<file path="config.mk">
export PLATFORM = sky130hd
export DESIGN_NAME = spi_slave
export DESIGN_NICKNAME = d
export VERILOG_FILES = /design/src/rtl/spi_pkg.sv /design/src/rtl/spi_sync_edge.sv /design/src/rtl/spi_slave.sv
export SDC_FILE = /design/constraint.sdc
export NUM_CORES = 1
export LEC_CHECK = 0
export ABC_CLOCK_PERIOD_IN_PS = 1980
export BUFFER_PORTS_ARGS = -buffer_cell sky130_fd_sc_hd__buf_2
export CORE_ASPECT_RATIO = 0.6
export CORE_MARGIN = 3
export CORE_UTILIZATION = 49
export CTS_CLUSTER_SIZE = 12
export DETAILED_ROUTE_END_ITERATION = 6
export PLACE_DENSITY = 0.69
export SYNTH_ARGS = -nofsm -noshare
export SYNTH_HDL_FRONTEND = slang
export SYNTH_SLANG_ARGS = --single-unit
</file>
<file path="constraint.sdc">
create_clock -name clk -period 1.98 [get_ports clk]
set_clock_uncertainty 0.05 [all_clocks]
set_input_delay 0.198 -clock clk [delete_from_list [all_inputs] [get_ports clk]]
set_output_delay 0.198 -clock clk [all_outputs]
set_load 0.005 [all_outputs]
</file>
<file path="src/rtl/spi_pkg.sv">
// Shared constants for the SPI target: FSM state encoding, default frame width and idle miso level.
package spi_pkg;

    localparam int unsigned DefaultWidth = 8;

    localparam logic [0:0] StIdle   = 1'b0;
    localparam logic [0:0] StActive = 1'b1;

    localparam logic MisoIdle = 1'b0;

endpackage

</file>
<file path="src/rtl/spi_sync_edge.sv">
// Multi-flop synchronizer for an asynchronous serial-link input, with rise/fall detection
// against the previous synchronized value.
module spi_sync_edge #(
    parameter int unsigned STAGES    = 2,
    parameter logic        RESET_VAL = 1'b0
) (
    input  logic clk,
    input  logic rst,
    input  logic din,
    output logic rise,
    output logic fall
);

    // Bits [STAGES-1:0] are the synchronizer; bit STAGES holds the previous synchronized value.
    logic [STAGES:0] sync_q;

    always_ff @(posedge clk or negedge rst) begin
        if (!rst) begin
            sync_q <= {(STAGES + 1){RESET_VAL}};
        end else begin
            sync_q <= {sync_q[STAGES-1:0], din};
        end
    end

    assign rise = sync_q[STAGES-1] & ~sync_q[STAGES];
    assign fall = ~sync_q[STAGES-1] & sync_q[STAGES];

endmodule

</file>
<file path="src/rtl/spi_slave.sv">
// SPI target: samples sclk/ss/mosi in the clk domain and exchanges WIDTH-bit frames MSB-first.
// The master drives data on sclk fall and samples on sclk rise.
module spi_slave
    import spi_pkg::*;
#(
    parameter int unsigned WIDTH       = DefaultWidth,
    parameter logic        SS_ACTIVE   = 1'b1,
    parameter int unsigned SYNC_STAGES = 2
) (
    input  logic             clk,
    input  logic             rst,
    input  logic             sclk,
    input  logic             ss,
    input  logic             mosi,
    output logic             miso,
    input  logic [WIDTH-1:0] tx_data,
    input  logic             tx_valid,
    output logic             tx_ready,
    output logic [WIDTH-1:0] rx_data,
    output logic             rx_valid,
    output logic             underrun,
    output logic             frame_err
);

    localparam int unsigned CntW = $clog2(WIDTH);

    logic                   sclk_rise, sclk_fall, ss_rise, ss_fall;
    logic                   ss_assert, ss_deassert, mosi_s, load;
    logic [SYNC_STAGES-1:0] mosi_sync_q;
    logic [0:0]             state_q, state_d;
    logic [CntW-1:0]        bitcnt_q, bitcnt_d;
    logic [WIDTH-1:0]       rx_shift_q, rx_shift_d, rx_data_q, rx_data_d;
    logic [WIDTH-1:0]       tx_shift_q, tx_shift_d, hold_q, hold_d;
    logic                   rx_valid_q, rx_valid_d, underrun_q, underrun_d;
    logic                   frame_err_q, frame_err_d, full_q, full_d;
    logic                   reload_q, reload_d, armed_q, armed_d;

    spi_sync_edge #(
        .STAGES    (SYNC_STAGES),
        .RESET_VAL (1'b0)
    ) u_sclk_sync (
        .clk  (clk),
        .rst  (rst),
        .din  (sclk),
        .rise (sclk_rise),
        .fall (sclk_fall)
    );

    // ss resets to the selected level, so a frame still in flight at reset release
    // yields no assert edge; the slave arms only once it sees ss go inactive.
    spi_sync_edge #(
        .STAGES    (SYNC_STAGES),
        .RESET_VAL (SS_ACTIVE)
    ) u_ss_sync (
        .clk  (clk),
        .rst  (rst),
        .din  (ss),
        .rise (ss_rise),
        .fall (ss_fall)
    );

    assign ss_assert   = SS_ACTIVE ? ss_rise : ss_fall;
    assign ss_deassert = SS_ACTIVE ? ss_fall : ss_rise;
    assign mosi_s      = mosi_sync_q[SYNC_STAGES-1];

    always_comb begin
        state_d     = state_q;
        bitcnt_d    = bitcnt_q;
        rx_shift_d  = rx_shift_q;
        rx_data_d   = rx_data_q;
        rx_valid_d  = 1'b0;
        tx_shift_d  = tx_shift_q;
        hold_d      = hold_q;
        full_d      = full_q;
        reload_d    = reload_q;
        armed_d     = armed_q | ss_deassert;
        underrun_d  = 1'b0;
        frame_err_d = 1'b0;
        load        = 1'b0;

        case (state_q)
            StIdle: begin
                if (ss_assert && armed_q) begin
                    state_d    = StActive;
                    bitcnt_d   = '0;
                    rx_shift_d = '0;
                    reload_d   = 1'b0;
                    load       = 1'b1;
                end
            end
            StActive: begin
                // ss deassert takes priority over a coincident sclk edge.
                if (ss_deassert) begin
                    frame_err_d = (bitcnt_q != '0);
                    state_d     = StIdle;
                    bitcnt_d    = '0;
                    reload_d    = 1'b0;
                end else if (sclk_rise) begin
                    rx_shift_d = {rx_shift_q[WIDTH-2:0], mosi_s};
                    if (bitcnt_q == CntW'(WIDTH - 1)) begin
                        rx_data_d  = {rx_shift_q[WIDTH-2:0], mosi_s};
                        rx_valid_d = 1'b1;
                        bitcnt_d   = '0;
                        reload_d   = 1'b1;
                    end else begin
                        bitcnt_d = bitcnt_q + CntW'(1);
                    end
                end else if (sclk_fall) begin
                    if (reload_q) begin
                        load     = 1'b1;
                        reload_d = 1'b0;
                    end else begin
                        tx_shift_d = {tx_shift_q[WIDTH-2:0], 1'b0};
                    end
                end
            end
            default: state_d = StIdle;
        endcase

        // A load sees the buffer as it was before any write accepted this cycle.
        if (load) begin
            if (full_q) begin
                tx_shift_d = hold_q;
                full_d     = 1'b0;
            end else begin
                tx_shift_d = '0;
                underrun_d = 1'b1;
            end
        end
        if (tx_valid && !full_q) begin
            hold_d = tx_data;
            full_d = 1'b1;
        end
    end

    always_ff @(posedge clk or negedge rst) begin
        if (!rst) begin
            mosi_sync_q <= '0;
            state_q     <= StIdle;
            bitcnt_q    <= '0;
            rx_shift_q  <= '0;
            rx_data_q   <= '0;
            rx_valid_q  <= 1'b0;
            tx_shift_q  <= '0;
            hold_q      <= '0;
            full_q      <= 1'b0;
            reload_q    <= 1'b0;
            armed_q     <= 1'b0;
            underrun_q  <= 1'b0;
            frame_err_q <= 1'b0;
        end else begin
            mosi_sync_q <= {mosi_sync_q[SYNC_STAGES-2:0], mosi};
            state_q     <= state_d;
            bitcnt_q    <= bitcnt_d;
            rx_shift_q  <= rx_shift_d;
            rx_data_q   <= rx_data_d;
            rx_valid_q  <= rx_valid_d;
            tx_shift_q  <= tx_shift_d;
            hold_q      <= hold_d;
            full_q      <= full_d;
            reload_q    <= reload_d;
            armed_q     <= armed_d;
            underrun_q  <= underrun_d;
            frame_err_q <= frame_err_d;
        end
    end

    assign miso      = (state_q == StActive) ? tx_shift_q[WIDTH-1] : MisoIdle;
    assign tx_ready  = ~full_q;
    assign rx_data   = rx_data_q;
    assign rx_valid  = rx_valid_q;
    assign underrun  = underrun_q;
    assign frame_err = frame_err_q;

endmodule

</file>
==> qor.yml, run 1 <==
rows: 17
vias_per_cell: 5.38
post_cts_resized: 0
layout_setup_ws_ps: 144
n_antenna_cell: 0
track_usage_pct: 16.2
routedWlPerCell_um: 14.3
fin_crit_sh_pct: 92.7
synth_nets: 185
drtIter0Drc: 152
fp.dieH_um: 56.8
syn_to_final_growth_pct: 16.3
post_cts_buffers: 0
cts_tree: "yes"
grt_max_degree: 50
period_needed_ps: 1840
cp_max_fo: 10
grt_overflow: 0
postCtsHoldBufs: 4
synth_area_leaders: "dfrtp_1, mux2_2, dfstp_2, nand2_1, o221a_2"
synth_top_cell_by_area: "dfrtp_1"
dr.pass1.iters: 4
final_common_cell: "dfrtp_1"
synth_top_area_share_pct: 54.7
ys_warn_count: 0
synthCells: 166
clock-root-buffer: "clkbuf_8"
cp_slowest_stage_delay_ps: 580
finalHoldViolCount: 0
antenna_left: 0
hpwl_um: 2650
tightest_slew_ps: 590
ys_seq_area_share_pct: 58.4
power_density_nw_per_um2: 1060
fin_area_sq_um: 2450
grt_pass1_wl_um: 6510
syn_area_per_cell_sq_um: 12.7
htreeDepth: 2
dieArea_sq_um: 5150
worstSkewPairLatency_ps: 290
rsz0062_at_grt: "no"
setup_viol: 0
startpoint_type: "flip-flop"
placed_cell_area_sq_um: 2300
core-area_sq_um: 3890
p_leak_nw: 1.20
path_clk_slew_ps: 90
setup_tns_ps: 0
fmax_ghz: 0.545
required_ps: 2120
final_cell_mix: "dfrtp_1, buf_2, nand2_1"
drc_errors: 0
gp_congestion: 0.784
syn_area_sq_um: 2110
drv_cap: 0
cts_sinks: 49
antenna_found_initial: 0
dp_slack_ps: 178
die_x_um: 90.6
io_pins: 27
cts.path.max_buffers: 2
place.port_buffers: 26
status: "finished, final reports clean"
ys_ff_latch: 49
crit_type: "flip-flop to flip-flop"
cp_slowest_cell: "dfstp_2"
maxSlewViolCount: 0
numCtsBuffers: 5
nNetsFinal: 219
vias: 1387
drive_gt1_share_pct: 34.8
peakVddDrop_mv: 0.751
start_util_pct: 54.1
grt_pass1_vias: 1334
slew-limit-headroom_pct: 60.7
crit_chain: "nand2b_1 > nand3_1 > o221a_2"
hold_path.class: "input pin to flip-flop"
totalWireLength_um: 3690
critPathCaptureType: "flip-flop"
worstPathArrival_ps: 1970
yosysUniqueCellTypes: 34
-- power breakdown --
group,switching [mW],leakage (nW),internal (mW),total (mW)
clock,0.310,0.0554,0.379,0.689
combinational,0.263,0.537,0.299,0.561
sequential,0.146,0.610,1.20,1.35
-- synth_stat cells --
master and number:
a32o_1 2, ha_1 5, o21ai_0 5, a41oi_1 1
mux2_2 16, a21o_1 1, a22o_1 7, clkbuf_1 2
nor2_1 10, dfstp_2 3, inv_1 8, mux2i_1 1
a211oi_1 1, buf_4 1, o221a_1 1, buf_2 5
and3_1 1, and2b_1 1, a21oi_1 8, a41oi_2 1
buf_6 2, nand2b_1 2, and2_1 1, nor2b_1 3
nand2_1 18, nand4_4 1, a31o_4 1, a31oi_4 1
or3_1 1, dfrtp_1 46, o221a_2 6, o22ai_1 2
nor4bb_4 1, nand3_1 1
-- layer usage --
layer,track usage [%],part of all wire [%],wire (um),vias up
met2,22.7,44,1640,43
met3,4.82,6.2,229,2
met1,23.7,49,1800,684
met5,0,0,0,-
li1,-,-,-,658
met4,5.88,0.79,29,0
-- final timing paths --
kind / from / to / slack (ps) / depth (start not counted)
max in group asynchronous: rst / armed_q / 1010 / 3
max: u_ss_sync.sync_q[1] / tx_shift_q[2] / 140 / 3
min reg2reg: mosi_sync_q[0] / mosi_sync_q[1] / 300 / 0
max reg2reg: u_ss_sync.sync_q[1] / tx_shift_q[2] / 140 / 3
min: tx_data[2] / hold_q[2] / 80 / 2
min in group asynchronous: rst / rx_data[3] / 460 / 3
-- cells by family after synthesis --
group                    synth area share [%]
flip-flops                               58.4
AND/OR/NAND/NOR                          10.2
AO/OA/AOI/OAI                            15.0
buffers and inverters                    4.40
multiplexers                             9.03
adder cells (fa/ha/maj)                  2.97
-- sequential cells by signal, summed over array words and instances (netlist names) --
register            flops
rx_data                 8
tx_shift_q              8
underrun                1
u_ss_sync.sync_q        3
bitcnt_q                3
rx_shift_q              7
hold_q                  8
mosi_sync_q             2
rx_valid                1
frame_err               1
full_q                  1
u_sclk_sync.sync_q      3
reload_q                1
state_q                 1
armed_q                 1
-- layout make-up --
| type | instances | area (sq um) |
|---|---|---|
| Fill cell | 308 | 1440 |
| Timing Repair Buffer | 37 | 223 |
| Sequential cell | 49 | 1230 |
| Clock buffer | 6 | 72.6 |
| Clock inverter | 2 | 38.8 |
| Multi-Input combinational cell | 99 | 783 |
| Inverter | 8 | 30.0 |
| Tap cell | 57 | 71.3 |
-- stage by stage --
step           power, mW  cells  utilization, %  hold slack (ps)
2_1_floorplan       1.74    166               -             -148
3_5_place_dp        1.93    246            59.0              259
5_1_grt             2.77    258            62.9             59.5
3_3_place_gp        1.89    246            59.0              256
6_report            2.60    258            62.9             76.3
4_1_cts             2.62    258            62.9             65.4
-- critical path: cells and delay by family, from the launching register on --
family,cells,cell delay [ps]
AO/OA/AOI/OAI,1,320
flip-flops,1,580
AND/OR/NAND/NOR,2,770
Power figures use the tool's default switching activity.
==> run 2, diff against run 1 <==
--- a/config.mk
+++ b/config.mk
@@ -5,14 +5,14 @@
 export SDC_FILE = /design/constraint.sdc
 export NUM_CORES = 1
 export LEC_CHECK = 0
-export ABC_CLOCK_PERIOD_IN_PS = 1980
+export ABC_CLOCK_PERIOD_IN_PS = 1610
 export BUFFER_PORTS_ARGS = -buffer_cell sky130_fd_sc_hd__buf_2
 export CORE_ASPECT_RATIO = 0.6
 export CORE_MARGIN = 3
 export CORE_UTILIZATION = 49
 export CTS_CLUSTER_SIZE = 12
 export DETAILED_ROUTE_END_ITERATION = 6
-export PLACE_DENSITY = 0.69
+export PLACE_DENSITY = 0.72
 export SYNTH_ARGS = -nofsm -noshare
 export SYNTH_HDL_FRONTEND = slang
 export SYNTH_SLANG_ARGS = --single-unit
==> constraint.sdc (replaced) <==
create_clock -name clk -period 1.61 [get_ports clk]
set_clock_uncertainty 0.05 [all_clocks]
set_input_delay 0.161 -clock clk [delete_from_list [all_inputs] [get_ports clk]]
set_output_delay 0.161 -clock clk [all_outputs]
set_load 0.005 [all_outputs]
==> qor.yml, run 2 (synthesized netlist as in run 1, its figures left out) <==
n_antenna_cell: 0
dr.pass1.iters: 4
r2r-end: "tx_shift_q[3]"
power_density_nw_per_um2: 1230
r2r_cells: 5
hold-path-endpoint: "hold_q[6]"
fmax_ghz: 0.639
die_x_um: 90.6
rsz0062_at_grt: "no"
numCtsBuffers: 5
gp_congestion: 0.774
core-area_sq_um: 3890
drv_cap: 0
cts_tree: "yes"
dp_slack_ps: -92.1
cts.path.max_buffers: 2
vias_per_cell: 5.28
slew-limit-headroom_pct: 67.1
fillers: 281
final_cells: 265
rows: 17
final_cell_mix: "dfrtp_1, buf_2, nand2_1"
io_pins: 27
drc_errors: 0
fp.dieH_um: 56.8
status: "finished, final reports clean"
dieArea_sq_um: 5150
utilization_pct: 65.3
regToRegSetupSlack_ps: 40
worstPathArrival_ps: 1710
track_usage_pct: 16.0
place.port_buffers: 26
fin_area_sq_um: 2540
setup_viol: 0
post-place-cells: 251
hpwl_um: 2590
antenna_left: 0
startpoint_type: "flip-flop"
drive_gt1_share_pct: 39.4
finalPower_mw: 3.12
grt_pass1_wl_um: 6420
placed_cell_area_sq_um: 2370
start_util_pct: 54.1
hold_path.class: "input pin to flip-flop"
syn_to_final_growth_pct: 20.8
cts_sinks: 49
cp_max_fo: 8
path_clk_slew_ps: 90
peakVddDrop_mv: 0.782
grt_max_degree: 50
vias: 1398
grt_overflow: 0
crit_type: "flip-flop to flip-flop"
fin_crit_sh_pct: 97.3
setup_tns_ps: 0
totalWireLength_um: 3760
r2r-start: "u_sclk_sync.sync_q[1]"
min_from: "tx_data[6]"
tightest_slew_ps: 493
final_common_cell: "dfrtp_1"
startpoint: "u_sclk_sync.sync_q[1]"
drtIter0Drc: 120
grt_pass1_vias: 1341
antenna_found_initial: 0
clock-root-buffer: "clkbuf_8"
period_needed_ps: 1570
nNetsFinal: 226
critPathCaptureType: "flip-flop"
maxSlewViolCount: 0
worstSkewPairLatency_ps: 300
layout_setup_ws_ps: 43.9
htreeDepth: 2
finalHoldViolCount: 0
hold_ws_ps: 30.6
p_leak_nw: 1.23
routedWlPerCell_um: 14.2
hold_path_depth: 2
required_ps: 1750
==> run 2: cell types whose count changed in the layout (fill, tap and decap cells not counted), sizes merged <==
cell	delta
buf	+7
clkinvlp	+3
bufinv	-1
clkbuf	-1
clkinv	-1
==> run 2: repair_timing <==
action                                  in CTS  in global routing
buffers inserted                             0                  2
pin swaps                                    0                  1
hold buffers                                 4                  0
hold endpoints to repair                    49                  0
gates resized for setup                      2                  2
endpoints found under the setup margin      23                 11
==> run 2: layout make-up <==
type	instances	area, sq um	share of cell area [%]
sequential	49	1230	48.4
multi-input combinational	99	796	31.3
timing repair buffer	44	325	12.8
tap	57	71.3	2.80
clock buffer	5	68.8	2.71
inverter	8	30.0	1.18
clock inverter	3	22.5	0.885
==> run 2: how the worst max path moves through the flow <==
| stage | endpoint | depth (start not counted) |
|---|---|---|
| after floorplan | tx_shift_q[1] | 5 |
| after global placement | tx_shift_q[5] | 3 |
| after detailed placement | tx_shift_q[3] | 3 |
| after CTS | tx_shift_q[3] | 4 |
| after global routing | tx_shift_q[3] | 5 |
| final | tx_shift_q[3] | 5 |
==> run 2: critical path, cell delays in order, from the launching register on <==
cell	delay, ps
dfrtp_1	410
inv_1	70
ha_1	190
nor2b_2	180
a31o_4	280
o221a_2	280
==> run 2: power by group <==
group          leakage [nW]  switching (mW)  internal, mW  total, mW
registers             0.610           0.147          1.48       1.62
clock network        0.0364           0.412         0.305      0.717
logic                 0.586           0.368         0.407      0.775
total                  1.23           0.927          2.19       3.12
==> run 2: per-layer routing <==
metal,global-route usage [%],wire [um],vias to the layer above
li1,-,-,667
met1,22.6,1820,684
met2,23.0,1630,41
met3,4.15,230,6
met4,7.63,76,0
met5,0,0,-
==> run 3, diff against run 2 <==
--- a/config.mk
+++ b/config.mk
@@ -5,14 +5,13 @@
 export SDC_FILE = /design/constraint.sdc
 export NUM_CORES = 1
 export LEC_CHECK = 0
-export ABC_CLOCK_PERIOD_IN_PS = 1610
+export ABC_CLOCK_PERIOD_IN_PS = 1500
 export BUFFER_PORTS_ARGS = -buffer_cell sky130_fd_sc_hd__buf_2
 export CORE_ASPECT_RATIO = 0.6
 export CORE_MARGIN = 3
-export CORE_UTILIZATION = 49
+export CORE_UTILIZATION = 27
 export CTS_CLUSTER_SIZE = 12
 export DETAILED_ROUTE_END_ITERATION = 6
-export PLACE_DENSITY = 0.72
 export SYNTH_ARGS = -nofsm -noshare
 export SYNTH_HDL_FRONTEND = slang
 export SYNTH_SLANG_ARGS = --single-unit
==> constraint.sdc (replaced) <==
create_clock -name clk -period 1.5 [get_ports clk]
set_clock_uncertainty 0.05 [all_clocks]
set_input_delay 0.15 -clock clk [delete_from_list [all_inputs] [get_ports clk]]
set_output_delay 0.15 -clock clk [all_outputs]
set_load 0.005 [all_outputs]
==> qor.yml, run 3 (synthesized netlist as in run 1, its figures left out) <==
internal_power_mw: 2.71
fp.dieH_um: 74.4
final_common_cell: "dfrtp_1"
startpoint: "u_ss_sync.sync_q[2]"
power_density_nw_per_um2: 1360
path_clk_slew_ps: 70
wl_met2_um: 1720
gp_congestion: 0.765
hpwl_um: 2660
io_pins: 27
startpoint_type: "flip-flop"
period_needed_ps: 1500
drv_cap: 0
setup_tns_ps: 0
grt_max_degree: 50
cp_max_fo: 11
slew-limit-headroom_pct: 67.5
grt_pass1_vias: 1343
tightest_slew_ps: 487
hold_path.class: "input pin to flip-flop"
cts_tree: "yes"
required_ps: 1620
final_cell_mix: "dfrtp_1, buf_2, nand2_1"
vias: 1388
antenna_found_initial: 0
worstPathArrival_ps: 1620
n_antenna_cell: 0
critPathCaptureType: "flip-flop"
multiInputGateArea_sq_um: 865
top_layer: "met4"
peakVddDrop_mv: 0.625
crit_type: "flip-flop to flip-flop"
p_seq_share_pct: 46.6
seq_area_sq_um: 1230
fmax_ghz: 0.667
vias_per_cell: 4.42
core-area_sq_um: 7420
dr.pass1.iters: 4
power.switching_mw: 1.03
r2r_cells: 4
utilization_pct: 37.0
place.port_buffers: 26
cp_slowest_stage_delay_ps: 590
nNetsFinal: 228
routedWlPerCell_um: 12.9
comb_power_share_pct: 22.9
finalHoldViolCount: 0
crit_end: "tx_shift_q[7]"
cp_slowest_cell: "dfstp_2"
numCtsBuffers: 5
swShare_pct: 27.6
status: "finished, final reports clean"
grt_pass1_wl_um: 6850
wl_met1_um: 2170
track_usage_pct: 9.64
drc_errors: 0
rows: 24
routed-wl-met3_um: 114
syn_to_final_growth_pct: 30.5
dieArea_sq_um: 8930
p_clk_share_pct: 30.5
drtIter0Drc: 100
r2r-start: "u_ss_sync.sync_q[2]"
setup_viol: 0
start_util_pct: 28.4
p_leak_nw: 1.29
antenna_left: 0
worstSkewPairLatency_ps: 280
clock-root-buffer: "clkbuf_16"
rsz0062_at_grt: "yes"
htreeDepth: 2
regToRegSetupSlack_ps: 0.01
cts.path.max_buffers: 2
cts_sinks: 49
r2r-end: "tx_shift_q[7]"
maxSlewViolCount: 0
fillers: 721
grt_overflow: 0
drive_gt1_share_pct: 41.9
totalWireLength_um: 4050
fin_crit_sh_pct: 100
crit_chain: "nor4bb_4 > buf_12 > a31o_4 > o221a_2"
die_x_um: 120
run 3: critical path, delay by kind of cell (launching register included):
kind / cells / cell delay [ps]
buf+inv: 1 / 150
simple gates: 1 / 70
compound gates: 2 / 520
flops: 1 / 590
run 3: per-layer routing:
layer / up-vias / track usage, %
li1: 672 / -
met1: 686 / 14.8
met2: 25 / 13.4
met3: 5 / 1.82
met4: 0 / 3.43
met5: - / 0
run 3: per-stage QoR:
stage          hold slack (ps)  worst slack (ps)  power (mW)  cells  instance area, sq um
2_1_floorplan             -196              37.0        2.31    166                  2120
3_3_place_gp               105             -35.5        2.55    300                  2470
3_5_place_dp               110             -43.6        2.58    300                  2470
4_1_cts                   38.8             -12.4        3.74    312                  2670
5_1_grt                   38.9             -46.1        3.97    314                  2750
6_report                  44.0            0.0118        3.75    314                  2750
run 3: cell type report:
class	count	share of cell area, %
Sequential cell	49	44.8
Tap cell	104	4.74
Inverter	8	1.09
Multi-Input combinational cell	100	31.5
Timing Repair Buffer	45	12.4
Clock buffer	6	5.05
Clock inverter	2	0.501
run 3: timing repair:
action / CTS / global route
hold buffers: 4 / 0
setup endpoints to repair: 24 / 26
cloned: 1 / 0
resized for setup: 4 / 9
setup buffers: 0 / 3
pin swaps: 4 / 5
hold endpoints to repair: 49 / 0
run 3: how the worst min path moves through the flow:
stage                     startpoint          to  depth (start not counted)
final                     tx_data[2]   hold_q[2]                          2
after floorplan                  rst     armed_q                          0
after global placement           rst  rx_data[0]                          2
after detailed placement         rst  rx_data[0]                          2
after global routing      tx_data[1]   hold_q[1]                          2
after CTS                 tx_data[2]   hold_q[2]                          2
run 3: power groups by stage:
| stage | Sequential [mW] | Clock, mW | Combinational [mW] |
|---|---|---|---|
| after CTS | 1.74 | 1.17 | 0.828 |
| after global placement | 1.76 | 0 | 0.796 |
| after global routing | 1.78 | 1.23 | 0.956 |
| after floorplan | 1.72 | 0 | 0.585 |
| final | 1.75 | 1.14 | 0.858 |
| after detailed placement | 1.77 | 0 | 0.819 |
